[src/rtl/mario_sprite_draw.sv]
// rtl/mario_sprite_draw.sv - Mario sprite renderer: per-frame latched position/pose,
// two-stage pixel pipeline (hit/address, then ROM colour keying).
module mario_sprite_draw #(
  parameter int          SPR_W      = 21,
  parameter int          SPR_H      = 41,
  parameter logic [11:0] KEY_COLOR  = 12'h808,
  parameter int          RUN_PERIOD = 6
) (
  input  logic        Clk,
  input  logic        Reset,
  input  logic        frame_start,
  input  logic        pix_valid,
  input  logic [9:0]  DrawX,
  input  logic [9:0]  DrawY,
  input  logic [9:0]  mario_x,
  input  logic [9:0]  mario_y,
  input  logic        face_left,
  input  logic [1:0]  pose,
  input  logic [11:0] rom_color,
  output logic [9:0]  read_address,
  output logic [1:0]  sprite_sel,
  output logic        out_valid,
  output logic        mario_on,
  output logic [11:0] mario_color
);

  localparam int CW = (RUN_PERIOD > 1) ? $clog2(RUN_PERIOD) : 1;
  localparam logic [CW-1:0] CNT_LAST = CW'(RUN_PERIOD - 1);

  localparam logic [1:0] POSE_RUN  = 2'd1;
  localparam logic [1:0] POSE_JUMP = 2'd2;

  logic [9:0]    frame_x;
  logic [9:0]    frame_y;
  logic          frame_face;
  logic [1:0]    frame_pose;
  logic [CW-1:0] run_cnt;
  logic          run_phase;
  logic [CW-1:0] run_cnt_next;
  logic          run_phase_next;

  // Animation advances only when the pose being latched for the new frame is run.
  always_comb begin
    run_cnt_next   = '0;
    run_phase_next = 1'b0;
    if (pose == POSE_RUN) begin
      if (run_cnt == CNT_LAST) begin
        run_cnt_next   = '0;
        run_phase_next = ~run_phase;
      end else begin
        run_cnt_next   = run_cnt + 1'b1;
        run_phase_next = run_phase;
      end
    end
  end

  always_ff @(posedge Clk) begin
    if (Reset) begin
      frame_x    <= '0;
      frame_y    <= '0;
      frame_face <= 1'b0;
      frame_pose <= 2'd0;
      run_cnt    <= '0;
      run_phase  <= 1'b0;
    end else if (frame_start) begin
      frame_x    <= mario_x;
      frame_y    <= mario_y;
      frame_face <= face_left;
      frame_pose <= pose;
      run_cnt    <= run_cnt_next;
      run_phase  <= run_phase_next;
    end
  end

  always_ff @(posedge Clk) begin
    if (Reset) begin
      sprite_sel <= 2'd0;
    end else begin
      case (frame_pose)
        POSE_RUN:  sprite_sel <= {1'b1, run_phase};
        POSE_JUMP: sprite_sel <= 2'd1;
        default:   sprite_sel <= 2'd0;
      endcase
    end
  end

  // 11-bit bounds so a sprite near the right/bottom edge never wraps back to column 0.
  logic        hit;
  logic [9:0]  col;
  logic [9:0]  row;
  logic [9:0]  col_m;
  logic [19:0] addr_full;
  logic        unused_addr_hi;

  always_comb begin
    hit = ({1'b0, DrawX} >= {1'b0, frame_x}) &&
          ({1'b0, DrawX} <  ({1'b0, frame_x} + 11'(SPR_W))) &&
          ({1'b0, DrawY} >= {1'b0, frame_y}) &&
          ({1'b0, DrawY} <  ({1'b0, frame_y} + 11'(SPR_H)));
    col       = DrawX - frame_x;
    row       = DrawY - frame_y;
    col_m     = frame_face ? (10'(SPR_W - 1) - col) : col;
    addr_full = ({10'd0, row} * 20'(SPR_W)) + {10'd0, col_m};
  end

  assign unused_addr_hi = &{1'b0, addr_full[19:10]};

  logic hit1;
  logic valid1;

  always_ff @(posedge Clk) begin
    if (Reset) begin
      read_address <= '0;
      hit1         <= 1'b0;
      valid1       <= 1'b0;
      out_valid    <= 1'b0;
      mario_on     <= 1'b0;
      mario_color  <= 12'h000;
    end else begin
      read_address <= (hit && pix_valid) ? addr_full[9:0] : 10'd0;
      hit1         <= hit && pix_valid;
      valid1       <= pix_valid;
      out_valid    <= valid1;
      mario_on     <= hit1 && (rom_color != KEY_COLOR);
      mario_color  <= (hit1 && (rom_color != KEY_COLOR)) ? rom_color : 12'h000;
    end
  end

endmodule

[config.mk]
export PLATFORM = sky130hd
export DESIGN_NAME = mario_sprite_draw
export DESIGN_NICKNAME = d
export VERILOG_FILES = /design/src/rtl/mario_sprite_draw.sv
export SDC_FILE = /design/constraint.sdc
export NUM_CORES = 1
export LEC_CHECK = 0
export BUFFER_PORTS_ARGS = -buffer_cell sky130_fd_sc_hd__buf_2
export CAP_MARGIN = 5
export CORE_ASPECT_RATIO = 1.25
export CORE_MARGIN = 5
export CORE_UTILIZATION = 55
export DETAILED_ROUTE_END_ITERATION = 7
export GPL_TIMING_DRIVEN = 0
export PLACE_DENSITY = 0.84
export SLEW_MARGIN = 10
export SYNTH_ARGS = -nofsm -noshare
export SYNTH_HDL_FRONTEND = slang
export SYNTH_SLANG_ARGS = --single-unit
[constraint.sdc]
create_clock -name Clk -period 13.2 [get_ports Clk]
set_input_delay 0.66 -clock Clk [delete_from_list [all_inputs] [get_ports Clk]]
set_output_delay 0.66 -clock Clk [all_outputs]
set_load 0.05 [all_outputs]
==> metrics <==
status complete, no violations; Max VDD drop 0.000105 V; max_cap viols 0; power per standard cell area 150 nW/µm²; antenna violations before repair 0; Async SR Flop Fraction 0%; H-tree level count 2; CP max FO 4; largest net degree at the start of global routing 17; CTS sink cnt 55; Final ANT Viol Nets 0; n_diodes 0; GP Congestion 0.881; DR WL/cell 13.5 µm; sequential-to-total area share from yosys stat 25.0%; CP endpoint kind flip-flop; total grt overflow 0; cell area after placement 4940 µm²; postcts setup bufs 0; Num CTS Buffers 5; # setup viols final 0; max-slew violations 0; clock tree buffer depth 2; critical path arrival 5940 ps; Layout Nets 718; final hold violations 0; clk_skew 12.4 ps; top_reg_cell synth dfxtp_1; drt total wl 9.05 mm; worst reg-to-reg setup slack 7600 ps; Hold EP out_valid$_SDFF_PP0_; share of post-route cells with drive strength above 1 17.1%; largest area contributor in the netlist dfxtp_1; Yosys top cell area share 25.0%; Distinct cells, synth 50; flops & latches, synth 55; row count 36; first-pass GRT wire length 15.2 mm; IO Pins 85; DR vias 3,537; CORE AREA 7790 µm²; Die ar. 9920 µm²; Die Ht 110 µm; post-CTS sizing 0; Reg clk slew, reported paths 100 ps; Fmax achieved 175 MHz; Rel. slew slack 49.4%; synthesized net count 628; Residual DRC 0; Worst R2R Path Depth 24; DP Wirelength 7.68 mm; fin crit share 43.2%; # port buffers 83; design area 5050 µm²; Cell Area, Synth 4410 µm²; Clock Latency Late Sink 320 ps; Req. time, crit path 13,430 ps; vias in the first global route 3,687; most common cell after layout, fill and taps aside buf_2; Leak 2.47 nW; first-pass iteration count of the detailed router 5; Hold Crit Class reg -> reg; crit path kind in -> reg; initial drt markers 112; Layout area overhead 14.5%; Tot GR Track Use 18.5%; vias per inst 5.29; CTS tree built; worst-margin pin slew 750 ps; top post-synthesis cells by area dfxtp_1 (25%), ha_1 (20%), xnor2_1 (6.6%), fa_1 (5.9%), mux2i_1 (5.7%); Min Hold Slack 488 ps; Tmin final 5710 ps; startpoint types input pin; worst reg2reg path startpoint frame_x[0]$_SDFFE_PP0P_; RSZ-0062 raised after global routing false; initial core utilization 56.6%; hold depth 1; Hold Crit Start valid1$_SDFF_PP0_; Synth Warn # 0; Die Width 90.1 µm; Syn Area/Cell 9.11 µm²; Post-synth EDFFs 0; final setup TNS 0 ps; CTS root buffer clkbuf_8; CTS Hold Bufs 0; worst reg2reg path endpoint read_address[9]$_SDFF_PP0_; Post-Syn Instances 484; most frequent cells in the layout buf_2 (83), ha_1 (72), inv_1 (63), dfxtp_1 (55), nor2_1 (40)
==> metal layers <==
metal  track usage (%)  up-vias  part of all wire (%)  wire (µm)
met5                 0        -                     0          0
met1              19.1     1619                    40       3640
met3              3.67       20                   3.9        352
li1                  -     1818                     -          -
met4              8.19        0                   2.7        244
met2              35.9       80                    53       4810
==> Yosys cell counts (all sizes together), types with 2 or more instances <==
| master | instances |
|---|---|
| nor3 | 8 |
| a221oi | 2 |
| a21o | 8 |
| dfxtp | 55 |
| a21oi | 20 |
| or3 | 3 |
| o41ai | 2 |
| xor2 | 11 |
| a22oi | 2 |
| a211oi | 2 |
| nand4 | 4 |
| clkbuf | 9 |
| and2 | 21 |
| nand2b | 4 |
| mux2i | 25 |
| nand2 | 12 |
| o21ai | 15 |
| o31a | 2 |
| nor2b | 9 |
| nor3b | 2 |
| xnor3 | 2 |
| xnor2 | 33 |
| fa | 13 |
| o21a | 13 |
| nor2 | 41 |
| a311oi | 2 |
| inv | 63 |
| o211ai | 2 |
| nand3 | 2 |
| o21bai | 3 |
| nor4 | 5 |
| ha | 72 |
| or2 | 3 |
==> per-stage QoR <==
step / cells / util (%) / power [mW] / setup slack, ps
after floorplan: 484 / - / 0.565 / 7690
after global routing: 669 / 64.8 / 0.832 / 7110
after CTS: 669 / 64.8 / 0.767 / 7490
after detailed placement: 662 / 63.4 / 0.653 / 7150
after global placement: 662 / 63.4 / 0.629 / 7280
final: 669 / 64.8 / 0.758 / 7490
==> final cells by class <==
class	instances	area [µm²]
plain buffers	9	33.8
clock inverters	2	37.5
inverters	63	236
well taps	95	119
flip-flops and latches	55	1100
multi-input cells	357	3040
fillers	640	2740
clock buffers	5	68.8
repair buffers	83	415
==> report_power, final <==
| group | leakage, nW | switching [mW] | internal [mW] |
|---|---|---|---|
| Sequential | 0.448 | 0.00487 | 0.173 |
| Combinational | 1.97 | 0.231 | 0.239 |
| Clock | 0.0502 | 0.0556 | 0.0555 |
==> worst max-delay path: stages <==
cell and delay [ps]:
buf_2 80, inv_1 50, ha_1 230, fa_1 440, nor2b_4 170, o21ai_0 90
nand2b_1 120, xor2_1 250, o21ai_0 140, nand2b_1 110, nand2_1 70, xnor2_1 150
ha_1 320, fa_1 490, inv_1 50, fa_1 520, inv_1 40, ha_1 340
nand2_1 80, o21ai_0 90, o21ai_0 210, nand2b_1 90, a21oi_1 240, xnor3_2 390
xnor3_1 370, and2_1 160
==> worst max-delay path by stage <==
stage | from | endpoint | slack (ps) | cells after the start
after detailed placement | DrawX[0] | read_address[9]$_SDFF_PP0_ | 7150 | 26
after global placement | DrawX[0] | read_address[9]$_SDFF_PP0_ | 7280 | 26
final | DrawX[0] | read_address[9]$_SDFF_PP0_ | 7490 | 26
after floorplan | DrawX[0] | read_address[9]$_SDFF_PP0_ | 7690 | 25
after CTS | DrawX[0] | read_address[9]$_SDFF_PP0_ | 7490 | 26
after global routing | DrawX[0] | read_address[9]$_SDFF_PP0_ | 7110 | 26
==> cells by family after synthesis <==
family / synth area share, %
simple gates: 14.4
fa+ha+maj: 26.3
compound gates: 12.7
buf+inv: 6.13
flops: 25.0
xor+xnor: 9.79
mux: 5.68
==> registers in the layout, summed over array words and instances (netlist names) <==
name / flops
mario_color: 12
frame_x: 10
frame_y: 10
read_address: 10
run_cnt: 3
frame_pose: 2
sprite_sel: 2
frame_face: 1
hit1: 1
mario_on: 1
out_valid: 1
run_phase: 1
valid1: 1
No activity file was read; power rests on OpenSTA's default activity.
